## config.mk

```make
export PLATFORM = sky130hd
export DESIGN_NAME = freq_meas_sched
export DESIGN_NICKNAME = d
export VERILOG_FILES = /design/src/rtl/freq_meas_pkg.sv /design/src/rtl/edge_sync.sv /design/src/rtl/freq_meas_sched.sv
export SDC_FILE = /design/constraint.sdc
export NUM_CORES = 1
export LEC_CHECK = 0
export CAP_MARGIN = 30
export CORE_UTILIZATION = 27
export CTS_CLUSTER_DIAMETER = 100
export DETAILED_ROUTE_END_ITERATION = 10
export MAX_ROUTING_LAYER = met4
export PLACE_DENSITY = 0.54
export SLEW_MARGIN = 0
export SYNTH_ARGS = -nofsm -noshare
export SYNTH_HDL_FRONTEND = slang
export SYNTH_SLANG_ARGS = --single-unit
```

## constraint.sdc

```tcl
create_clock -name clk -period 6 [get_ports clk]
set_input_delay 0.9 -clock clk [delete_from_list [all_inputs] [get_ports clk]]
set_output_delay 0.9 -clock clk [all_outputs]
set_load 0.005 [all_outputs]
```

## src/rtl/freq_meas_pkg.sv

```systemverilog
// Shared types and helpers for the multi-channel frequency-measurement scheduler.
package freq_meas_pkg;

   typedef enum logic [1:0] {IDLE, GATE, DONE} state_t;

   localparam int unsigned MAX_CH = 64;

   function automatic int unsigned ch_w(input int unsigned n);
      return $clog2(n);
   endfunction

   // First set mask bit strictly after 'last', wrapping; returns 'last' if mask is empty.
   function automatic int unsigned rr_next(input logic [MAX_CH-1:0] mask,
                                           input int unsigned       last,
                                           input int unsigned       n);
      int unsigned idx;
      logic        found;
      rr_next = last;
      found   = 1'b0;
      for (int unsigned k = 1; k <= MAX_CH; k++) begin
         if (k <= n && !found) begin
            idx = last + k;
            if (idx >= n) idx = idx - n;
            if (mask[6'(idx)]) begin
               rr_next = idx;
               found   = 1'b1;
            end
         end
      end
   endfunction

endpackage

```

## src/rtl/edge_sync.sv

```systemverilog
// Multi-flop synchronizer for one asynchronous input followed by a rising-edge pulse.
module edge_sync #(
   parameter int unsigned SYNC_STAGES = 2
) (
   input  logic clk,
   input  logic rst,
   input  logic d,
   output logic pulse_c
);

   logic [SYNC_STAGES-1:0] r_sync;
   logic                   r_prev;

   always_ff @(posedge clk) begin
      if (rst) begin
         r_sync <= '0;
         r_prev <= 1'b0;
      end else begin
         r_sync <= {r_sync[SYNC_STAGES-2:0], d};
         r_prev <= r_sync[SYNC_STAGES-1];
      end
   end

   assign pulse_c = r_sync[SYNC_STAGES-1] & ~r_prev;

endmodule

```

## src/rtl/freq_meas_sched.sv

```systemverilog
// Round-robin frequency-measurement scheduler: gates one channel at a time and
// counts its rising edges, presenting each result on a valid/ready port.
module freq_meas_sched
   import freq_meas_pkg::*;
#(
   parameter int unsigned  N_CH        = 4,
   parameter int unsigned  CNT_W       = 32,
   parameter int unsigned  GATE_W      = 24,
   parameter int unsigned  SYNC_STAGES = 2,
   localparam int unsigned CH_W        = $clog2(N_CH)
) (
   input  logic              clk,
   input  logic              rst,
   input  logic              en,
   input  logic [N_CH-1:0]   ch_mask,
   input  logic [GATE_W-1:0] gate_len,
   input  logic [N_CH-1:0]   test_in,
   output logic              res_valid,
   input  logic              res_ready,
   output logic [CH_W-1:0]   res_ch,
   output logic [CNT_W-1:0]  res_count,
   output logic              res_ovf,
   output logic              busy
);

   logic [N_CH-1:0] w_pulse;

   for (genvar g = 0; g < N_CH; g++) begin : g_sync
      edge_sync #(.SYNC_STAGES(SYNC_STAGES)) u_edge_sync (
         .clk     (clk),
         .rst     (rst),
         .d       (test_in[g]),
         .pulse_c (w_pulse[g])
      );
   end

   state_t             r_state, w_state_nxt;
   logic [CH_W-1:0]    r_last, w_last;
   logic [CH_W-1:0]    r_sel, w_sel;
   logic [GATE_W-1:0]  r_gate, w_gate;
   logic [CNT_W-1:0]   r_cnt, w_cnt;
   logic               r_ovf, w_ovf;
   logic               r_res_valid, w_res_valid;
   logic [CH_W-1:0]    r_res_ch, w_res_ch;
   logic [CNT_W-1:0]   r_res_count, w_res_count;
   logic               r_res_ovf, w_res_ovf;
   logic               r_busy, w_busy;
   logic [CNT_W-1:0]   w_cnt_step;
   logic               w_ovf_step;

   always_ff @(posedge clk) begin
      if (rst) r_state <= IDLE;
      else     r_state <= w_state_nxt;
   end

   always_comb begin
      w_state_nxt = r_state;
      w_last      = r_last;
      w_sel       = r_sel;
      w_gate      = r_gate;
      w_cnt       = r_cnt;
      w_ovf       = r_ovf;
      w_res_valid = r_res_valid;
      w_res_ch    = r_res_ch;
      w_res_count = r_res_count;
      w_res_ovf   = r_res_ovf;

      // Saturating count of the selected channel's pulse for this cycle.
      w_cnt_step = r_cnt;
      w_ovf_step = r_ovf;
      if (w_pulse[r_sel]) begin
         if (&r_cnt) w_ovf_step = 1'b1;
         else        w_cnt_step = r_cnt + CNT_W'(1);
      end

      case (r_state)
         IDLE: begin
            if (en && (|ch_mask)) begin
               w_sel       = CH_W'(rr_next(MAX_CH'(ch_mask), 32'(r_last), N_CH));
               w_gate      = (gate_len == '0) ? GATE_W'(1) : gate_len;
               w_cnt       = '0;
               w_ovf       = 1'b0;
               w_state_nxt = GATE;
            end
         end
         GATE: begin
            if (!en) begin
               w_state_nxt = IDLE;
            end else if (r_gate == GATE_W'(1)) begin
               w_res_count = w_cnt_step;
               w_res_ovf   = w_ovf_step;
               w_res_ch    = r_sel;
               w_res_valid = 1'b1;
               w_last      = r_sel;
               w_state_nxt = DONE;
            end else begin
               w_gate = r_gate - GATE_W'(1);
               w_cnt  = w_cnt_step;
               w_ovf  = w_ovf_step;
            end
         end
         DONE: begin
            if (res_ready) begin
               w_res_valid = 1'b0;
               w_state_nxt = IDLE;
            end
         end
         default: w_state_nxt = IDLE;
      endcase

      w_busy = (w_state_nxt != IDLE);
   end

   always_ff @(posedge clk) begin
      if (rst) begin
         r_last      <= CH_W'(N_CH - 1);
         r_sel       <= '0;
         r_gate      <= '0;
         r_cnt       <= '0;
         r_ovf       <= 1'b0;
         r_res_valid <= 1'b0;
         r_res_ch    <= '0;
         r_res_count <= '0;
         r_res_ovf   <= 1'b0;
         r_busy      <= 1'b0;
      end else begin
         r_last      <= w_last;
         r_sel       <= w_sel;
         r_gate      <= w_gate;
         r_cnt       <= w_cnt;
         r_ovf       <= w_ovf;
         r_res_valid <= w_res_valid;
         r_res_ch    <= w_res_ch;
         r_res_count <= w_res_count;
         r_res_ovf   <= w_res_ovf;
         r_busy      <= w_busy;
      end
   end

   assign res_valid = r_res_valid;
   assign res_ch    = r_res_ch;
   assign res_count = r_res_count;
   assign res_ovf   = r_res_ovf;
   assign busy      = r_busy;

endmodule

```

==> impl_metrics.env, run 1 <==
export IMPL_status="finished, final reports clean"
export IMPL_place_congestion=0.848
export IMPL_synth_top_area_cell="dfxtp_1"
export IMPL_fin_crit_sh=0.530
export IMPL_cts_buffer_depth=2
export IMPL_syn2layout_area_growth_pct=20.8
export IMPL_maxUsedRoutingLayer="met4"
export IMPL_cts_tree="done"
export IMPL_wl_met3_um=711
export IMPL_antenna_found_initial=0
export IMPL_die_y_um=150
export IMPL_p_comb_frac=0.115
export IMPL_worstRegToRegCells=9
export IMPL_slew_headroom=0.469
export IMPL_clock_latency_ps=360
export IMPL_grt_max_degree=59
export IMPL_ys_seq_area_frac=0.380
export IMPL_wl_met1_um=8180
export IMPL_clock_power_share=0.396
export IMPL_io_buffer_count=72
export IMPL_crit_slowest_cell="or4_1"
export IMPL_synth_edf_count=0
export IMPL_synth_seq_cells=112
export IMPL_cp_required_ps=6280
export IMPL_via_per_inst=5.24
export IMPL_hp_start="g_sync[3].u_edge_sync.r_sync[0]"
export IMPL_stdcell_area_mm2=0.00714
export IMPL_grt_pass1_wl_um=27500
export IMPL_path_max_fanout=19
export IMPL_dpl_cell_area_mm2=0.00684
export IMPL_clk_pin_slew_ps=70
export IMPL_synth_cell_types=68
export IMPL_core_mm2=0.0212
export IMPL_period_minus_slack_ps=3180
export IMPL_synth_top_area_frac=0.380
export IMPL_vdd_ir_drop_max_uv=122
export IMPL_wl_met2_um=7700
export IMPL_grtUsageTotal=0.161
export IMPL_power_leakage_uw=0.00233
export IMPL_syn_nets=767
export IMPL_yosys_top_cells_count="112 x dfxtp_1, 77 x nor2_1, 58 x nand2_1"
export IMPL_maxCapViolations=0
export IMPL_switching_power_uw=407
export IMPL_crit_arrival_ps=3460
export IMPL_yosysWarnings=0
export IMPL_cts_max_level=3
export IMPL_r2r_start="r_gate[1]"
export IMPL_ant_nets=0
export IMPL_clock_skew_ps=11.1
export IMPL_synthCells=723
export IMPL_report_final_hold_viol_count=0
export IMPL_diodes=0
export IMPL_switching_share=0.256
export IMPL_p_per_area_mw_per_mm2=222
export IMPL_seq_power_share=0.489
export IMPL_drive_above_1_share=0.0642
export IMPL_intPower_uw=1180
export IMPL_r2r_end="r_cnt[25]"
export IMPL_critPathLaunchType="primary input"
export IMPL_dieWidth_um=150
export IMPL_start_util=0.278
export IMPL_via_count=5523
export IMPL_fmaxAchievable_mhz=315
export IMPL_nets=818
export IMPL_path_buf_inv=2
export IMPL_cts_buffers=9
export IMPL_grt_pass1_vias=5218
export IMPL_cp_end_kind="flip-flop"
export IMPL_syn_area_per_cell_um2=8.17
export IMPL_drtIter0Drc=394
export IMPL_tns_ps=0
export IMPL_worstPathCellList="clkdlybuf4s50_1 > or4_1 > o21a_1 > o31a_1 > nor2_2 > buf_8 > a21oi_1 > o21ai_0"
export IMPL_drc=0
export IMPL_root_buffer="clkbuf_16"
export IMPL_io_pins=73
export IMPL_synth_area_leaders="dfxtp_1 38%, nor2_1 4.9%, o21ai_0 4.7%"
export IMPL_synthFlopType="dfxtp_1"
export IMPL_dieArea_mm2=0.0225
export IMPL_hp_class="reg2reg"
export IMPL_totalWireLength_um=16800
export IMPL_cts_resized=0
export IMPL_critPathTopFamily="simple AND/OR/NAND/NOR gates"
export IMPL_r2r_slack_ps=2930
export IMPL_tightest_slew_ps=791
export IMPL_worstSetupPathType="in2reg"
export IMPL_routedWlPerCell_um=15.9
export IMPL_maxSlewViolCount=0
export IMPL_first_pass_iters=5
export IMPL_setup_viol_count_final=0
export IMPL_synthArstFlopShare=0
export IMPL_cts_sinks=112
export IMPL_slowest_delay_ps=570
export IMPL_min_delay_path_depth=1
export IMPL_dpl_hpwl_um=11900
export IMPL_rsz0062_at_grt="no"
export IMPL_cts_hold_buffers=0
export IMPL_syn_area_mm2=0.00591
export IMPL_min_to="g_sync[3].u_edge_sync.r_sync[1]"
export IMPL_grt_overflow=0
export IMPL_synth_most_common_cell="dfxtp_1"
export IMPL_postCtsSetupBuffers=0
export IMPL_rows=53
routing by layer:
layer  GRT usage  vias to the layer above
li1            -                     2771
met1       0.205                     2607
met2       0.258                      133
met3      0.0366                       12
met4      0.0374                        0
met5           -                        -
metrics by stage:
stage / hold slack [ps] / std cells / power, uW / worst slack (ps) / util
6_report: 448 / 1054 / 1590 / 2820 / 0.336
5_1_grt: 468 / 1054 / 1660 / 2630 / 0.336
4_1_cts: 451 / 1054 / 1610 / 2870 / 0.336
3_5_place_dp: 434 / 1038 / 973 / 2490 / 0.322
3_3_place_gp: 422 / 1037 / 973 / 2130 / 0.321
2_1_floorplan: 414 / 723 / 904 / 3350 / -
final cells by class:
| type | instances | area, um^2 |
|---|---|---|
| clock buffers | 14 | 264 |
| clock inverters | 2 | 37.5 |
| fillers | 2292 | 14100 |
| inverters | 17 | 63.8 |
| multi-input cells | 551 | 3380 |
| flip-flops and latches | 112 | 2240 |
| well taps | 275 | 344 |
| repair buffers | 83 | 806 |
worst max path at each step:
stage                          start   endpoint  depth (start not counted)
after floorplan           ch_mask[1]  r_cnt[18]                          8
after global placement    ch_mask[1]   r_cnt[5]                          7
after detailed placement  ch_mask[1]  r_cnt[25]                          8
after CTS                 ch_mask[1]  r_cnt[25]                          8
after global routing      ch_mask[1]  r_cnt[25]                          8
final                     ch_mask[1]  r_cnt[25]                          8
kinds of logic after synthesis:
group	after synthesis	synth area share
fa+ha+maj	8	0.0169
simple gates	304	0.272
mux	9	0.0180
flops	112	0.380
buf+inv	60	0.0500
xor+xnor	30	0.0445
compound gates	200	0.219
worst reg2reg max path, stage by stage (launching register included):
cell,delay (ps)
dfxtp_1,320
inv_1,100
ha_1,150
nor4b_1,590
nand4_1,400
o31a_1,610
nor2_2,380
buf_8,220
a21oi_1,60
o21ai_0,160
layout by cell type, fill, tap and decap left out, types with 11 or more instances in the layout:
cell	netlist	final
clkdlybuf4s50_1	0	71
o21ai_0	56	56
nor2b_1	15	15
xnor2_1	18	18
o31ai_1	11	11
or3_1	17	17
nand3_1	27	27
nand4_1	16	16
dfxtp_1	112	112
a211oi_1	32	32
nand2_1	58	58
xor2_1	12	12
inv_1	17	17
nor2_1	77	77
a21oi_1	42	42
nor3_1	24	23
nor4_1	15	15
power by group through the flow:
stage / combinational [uW] / sequential [uW] / clock [uW]
CTS: 181 / 776 / 652
detailed placement: 180 / 793 / 0
global placement: 180 / 793 / 0
floorplan: 116 / 789 / 0
global route: 201 / 779 / 676
finish: 182 / 776 / 629
state kept, by name (all words and copies together) (netlist names):
| signal | cells |
|---|---|
| r_cnt | 32 |
| res_ch | 2 |
| r_ovf | 1 |
| res_ovf | 1 |
| busy | 1 |
| r_sel | 2 |
| res_valid | 1 |
| g_sync.u_edge_sync.r_sync | 8 |
| g_sync.u_edge_sync.r_prev | 4 |
| res_count | 32 |
| r_last | 2 |
| r_state | 2 |
| r_gate | 24 |
(Power assumes the default switching activity.)
==> run 2, diff against run 1 <==
PLACE_DENSITY = 0.55   (was 0.54)
clock period = 2.6 ns   (was 6 ns; I/O delays follow)
==> run 2 against run 1 <==
  * Sequential share of layout area decreased by 1.7 points
  * Sequential power grew 130%
  * Die area did not move
  * Wire length rose by 0.85%
  * Total power is 140% higher
  * Design area up 5.7%
  * Critical path depth shrank 1
  * Final cell count is 4.1% higher
==> impl_metrics.env, run 2 (same netlist as run 1, synthesis figures left out) <==
export IMPL_slowest_delay_ps=600
export IMPL_rows=53
export IMPL_cp_end_kind="flip-flop"
export IMPL_syn2layout_area_growth_pct=27.7
export IMPL_cts_sinks=112
export IMPL_cp_required_ps=2830
export IMPL_status="finished, final reports clean"
export IMPL_cts_hold_buffers=0
export IMPL_drtIter0Drc=424
export IMPL_first_pass_iters=5
export IMPL_core_mm2=0.0212
export IMPL_clk_pin_slew_ps=70
export IMPL_cts_buffer_depth=2
export IMPL_io_buffer_count=72
export IMPL_ff_latch_area_mm2=0.00224
export IMPL_critPathLaunchType="flip-flop"
export IMPL_root_buffer="clkbuf_16"
export IMPL_crit_arrival_ps=2660
export IMPL_maxCapViolations=0
export IMPL_r2r_slack_ps=170
export IMPL_via_count=5684
export IMPL_dieWidth_um=150
export IMPL_r2r_end="r_cnt[20]"
export IMPL_dpl_hpwl_um=12400
export IMPL_die_y_um=150
export IMPL_maxSlewViolCount=0
export IMPL_drive_above_1_share=0.118
export IMPL_path_buf_inv=0
export IMPL_tightest_slew_ps=651
export IMPL_hp_start="g_sync[1].u_edge_sync.r_sync[0]"
export IMPL_min_to="g_sync[1].u_edge_sync.r_sync[1]"
export IMPL_slew_headroom=0.562
export IMPL_grt_pass1_wl_um=27600
export IMPL_ant_nets=0
export IMPL_worstRegToRegCells=7
export IMPL_grt_max_degree=45
export IMPL_via_per_inst=5.18
export IMPL_grt_overflow=0
export IMPL_cts_buffers=9
export IMPL_rsz0062_at_grt="no"
export IMPL_report_final_hold_viol_count=0
export IMPL_p_per_area_mw_per_mm2=502
export IMPL_io_pins=73
export IMPL_antenna_found_initial=0
export IMPL_place_congestion=0.856
export IMPL_cp_common_cell="or4_4"
export IMPL_r2r_start="r_cnt[1]"
export IMPL_dieArea_mm2=0.0225
export IMPL_layout_commonest_cell="dfxtp_1"
export IMPL_worstSetupPathType="reg2reg"
export IMPL_path_max_fanout=6
export IMPL_tns_ps=0
export IMPL_clock_latency_ps=360
export IMPL_worstPathCellList="ha_1 > nand3_1 > or4_4 > or4_4 > and2_1 > o21ai_0 > o31ai_1"
export IMPL_vdd_ir_drop_max_uv=332
export IMPL_fin_crit_sh=0.935
export IMPL_totalWireLength_um=16900
export IMPL_grt_pass1_vias=5189
export IMPL_clock_skew_ps=9.81
export IMPL_setup_viol_count_final=0
export IMPL_hp_class="reg2reg"
export IMPL_grtUsageTotal=0.161
export IMPL_final_cell_mix="112 x dfxtp_1, 77 x nor2_1, 71 x clkdlybuf4s50_1"
export IMPL_cts_resized=0
export IMPL_dpl_cell_area_mm2=0.00721
export IMPL_multi_input_area_mm2=0.00339
export IMPL_start_util=0.278
export IMPL_fmaxAchievable_mhz=412
export IMPL_drc=0
export IMPL_critPathTopFamily="simple AND/OR/NAND/NOR gates"
export IMPL_min_delay_path_depth=1
export IMPL_nets=861
export IMPL_n_fill_cell=2232
export IMPL_postCtsSetupBuffers=0
export IMPL_stdcell_area_mm2=0.00755
export IMPL_diodes=0
export IMPL_routedWlPerCell_um=15.4
export IMPL_crit_slowest_cell="or4_4"
export IMPL_cts_tree="done"
export IMPL_power_leakage_uw=0.00258
export IMPL_period_minus_slack_ps=2430
export IMPL_cts_max_level=3
## run 2: cell types whose count changed in the layout (fill, tap and decap cells not counted)
| cell | previous run | this run |
|---|---|---|
| nor3_1 | 23 | 22 |
| buf_4 | 10 | 49 |
| clkbuf_8 | 2 | 1 |
| clkbuf_1 | 3 | 1 |
| or4_4 | 1 | 2 |
| or4_1 | 2 | 1 |
| bufinv_16 | 1 | 2 |
| buf_8 | 1 | 0 |
| clkinv_2 | 0 | 1 |
| buf_12 | 0 | 5 |
| nor3_2 | 1 | 2 |
| clkinvlp_4 | 1 | 2 |
## run 2: per-stage QoR
stage               hold slack [ps]  power (uW)  cells  setup WS [ps]   util
finish                          437        3790   1097            170  0.356
global placement                426        2300   1081           90.5  0.340
global route                    453        3950   1097           43.0  0.356
detailed placement              425        2290   1081           70.8  0.340
CTS                             442        3830   1097           46.5  0.355
floorplan                       414        2090    723            221      -
## run 2: power by group
part | switching (uW) | internal, uW
combinational | 264 | 207
sequential | 34.3 | 1750
clock | 654 | 871
total | 953 | 2830
## run 2: worst reg2reg max path: stages (launching register included)
cell and delay (ps):
dfxtp_1 390, ha_1 210, nand3_1 140, or4_4 600
or4_4 560, and2_1 160, o21ai_0 150, o31ai_1 100
## run 2: layer usage
layer	GRT usage	up-vias	wire, um
met3	0.0277	19	793
met4	0.0500	0	289
met2	0.242	146	7520
met5	-	-	0
li1	-	2854	-
met1	0.219	2665	8310
## run 2: how the worst max path moves through the flow
stage,cells after the start,start,end
after detailed placement,7,r_cnt[1],r_cnt[28]
after global placement,8,ch_mask[1],r_cnt[9]
after global routing,8,r_gate[1],r_cnt[0]
after floorplan,8,r_cnt[0],r_cnt[20]
final,7,r_cnt[1],r_cnt[20]
after CTS,7,r_cnt[1],r_cnt[28]
## run 2: layout make-up
cell class	count	share of cell area
clock buffers	11	0.0322
clock inverters	5	0.0106
inverters	17	0.00846
multi-input cells	551	0.449
flip-flops and latches	112	0.297
well taps	275	0.0456
repair buffers	126	0.157
==> run 3, diff against run 2 <==
CORE_UTILIZATION = 51   (was 27)
PLACE_DENSITY = 0.86   (was 0.55)
SETUP_SLACK_MARGIN = 0.4   (was default)
==> run 3 against run 2 <==
  * Largest power group unchanged
  * Critical path depth is 2 higher
  * Largest cell class unchanged
  * Final cell count shrank 12%
  * Combinational power increased by 7.6%
==> impl_metrics.env, run 3 (same netlist as run 1, synthesis figures left out) <==
export IMPL_status="finished, final reports clean"
export IMPL_drc=0
export IMPL_start_util=0.533
export IMPL_io_buffer_count=72
export IMPL_fin_crit_sh=0.840
export IMPL_rsz0062_at_grt="yes"
export IMPL_tightest_slew_ps=512
export IMPL_ff_latch_area_mm2=0.00228
export IMPL_dieWidth_um=110
export IMPL_maxSlewViolCount=0
export IMPL_fin_ws_ps=417
export IMPL_io_pins=73
export IMPL_final_cell_mix="93 x dfxtp_1, 75 x nor2_1, 70 x clkdlybuf4s50_1"
export IMPL_setup_viol_count_final=0
export IMPL_grt_overflow=0
export IMPL_cp_end_kind="flip-flop"
export IMPL_maxCapViolations=0
export IMPL_cp_required_ps=2870
export IMPL_fin_util=0.696
export IMPL_fmaxAchievable_mhz=458
export IMPL_path_max_fanout=24
export IMPL_grtUsageTotal=0.304
export IMPL_slowest_delay_ps=390
export IMPL_cp_common_cell="buf_4"
export IMPL_period_minus_slack_ps=2180
export IMPL_cts_hold_buffers=0
export IMPL_wl_met1_um=7030
export IMPL_n_fill_cell=850
export IMPL_crit_arrival_ps=2450
export IMPL_totalWireLength_um=18000
export IMPL_slew_headroom=0.656
export IMPL_critPathLaunchType="flip-flop"
export IMPL_stdcell_count=963
export IMPL_grt_pass1_wl_um=27600
export IMPL_power_leakage_uw=0.00266
export IMPL_die_y_um=110
export IMPL_nets=862
export IMPL_critPathTopFamily="simple AND/OR/NAND/NOR gates"
export IMPL_cts_tree="done"
export IMPL_cts_buffers=9
export IMPL_rows=38
export IMPL_first_pass_iters=6
export IMPL_cts_max_level=3
export IMPL_worstPathCellList="nand4_1 > buf_4 > nor4_2 > buf_4 > a31oi_2 > buf_6 > and4_1 > xnor2_1 > a211oi_1"
export IMPL_cts_sinks=112
export IMPL_wl_met3_um=1630
export IMPL_antenna_found_initial=0
export IMPL_dp_cells=928
export IMPL_place_congestion=0.996
export IMPL_maxUsedRoutingLayer="met4"
export IMPL_routedWlPerCell_um=18.7
export IMPL_multi_input_area_mm2=0.00362
export IMPL_clk_pin_slew_ps=70
export IMPL_diodes=0
export IMPL_report_final_hold_viol_count=0
export IMPL_clock_skew_ps=11.8
export IMPL_core_mm2=0.0111
export IMPL_ant_nets=0
export IMPL_syn2layout_area_growth_pct=30.5
export IMPL_grt_max_degree=50
export IMPL_hp_class="reg2reg"
export IMPL_tns_ps=0
export IMPL_root_buffer="clkbuf_16"
export IMPL_clock_latency_ps=360
export IMPL_vdd_ir_drop_max_uv=549
export IMPL_dpl_worst_slack_ps=13.2
export IMPL_wl_met2_um=8840
export IMPL_layout_commonest_cell="dfxtp_1"
export IMPL_p_per_area_mw_per_mm2=497
export IMPL_via_count=6233
export IMPL_dpl_hpwl_um=11600
export IMPL_worstSetupPathType="reg2reg"
export IMPL_drive_above_1_share=0.181
export IMPL_grt_pass1_vias=5812
export IMPL_dieArea_mm2=0.0120
export IMPL_cts_buffer_depth=2
export IMPL_drtIter0Drc=624
export IMPL_path_buf_inv=3
export IMPL_crit_slowest_cell="dfxtp_4"
export IMPL_via_per_inst=6.47
run 3: area by class of cell:
type / instances / share of cell area
Tap cell: 140 / 0.0227
Multi-Input combinational cell: 551 / 0.470
Clock inverter: 5 / 0.00861
Clock buffer: 11 / 0.0343
Inverter: 17 / 0.00828
Sequential cell: 112 / 0.296
Timing Repair Buffer: 127 / 0.160
run 3: where the power goes:
group | switching (uW) | internal [uW]
clock network | 680 | 847
logic | 284 | 222
registers | 47.5 | 1750
total | 1010 | 2820
run 3: repair_timing:
action                                  CTS  global route
endpoints found under the hold margin     0             0
endpoints found under the setup margin   46            81
buffers inserted                         10             6
cloned                                    0             3
pin swaps                                 9             9
gates resized for setup                  16            57
run 3: worst reg2reg max path, stage by stage (launching register included):
cell      delay, ps
dfxtp_4         390
nand4_1         150
buf_4           180
nor4_2          270
buf_4           190
a31oi_2         110
buf_6           210
and4_1          250
xnor2_1         140
a211oi_1        220
run 3: stage by stage:
step	total power (uW)	area, um^2	hold WS (ps)
after floorplan	2090	5960	414
after global placement	2260	6940	417
after detailed placement	2270	6940	427
after CTS	3790	7430	415
after global routing	3950	7710	468
final	3830	7710	445
run 3: layer usage:
metal,track usage,vias to the layer above
met5,-,-
met4,0.132,0
met3,0.0676,61
met2,0.509,372
met1,0.349,2936
li1,-,2864
run 3: path summary, 6_finish.rpt:
path,start,to,slack [ps],depth (start not counted)
hold / removal,g_sync[2].u_edge_sync.r_sync[0],g_sync[2].u_edge_sync.r_sync[1],440,1
hold reg to reg,g_sync[2].u_edge_sync.r_sync[0],g_sync[2].u_edge_sync.r_sync[1],440,1
setup / recovery,r_cnt[8],res_count[27],420,9
setup reg to reg,r_cnt[8],res_count[27],420,9
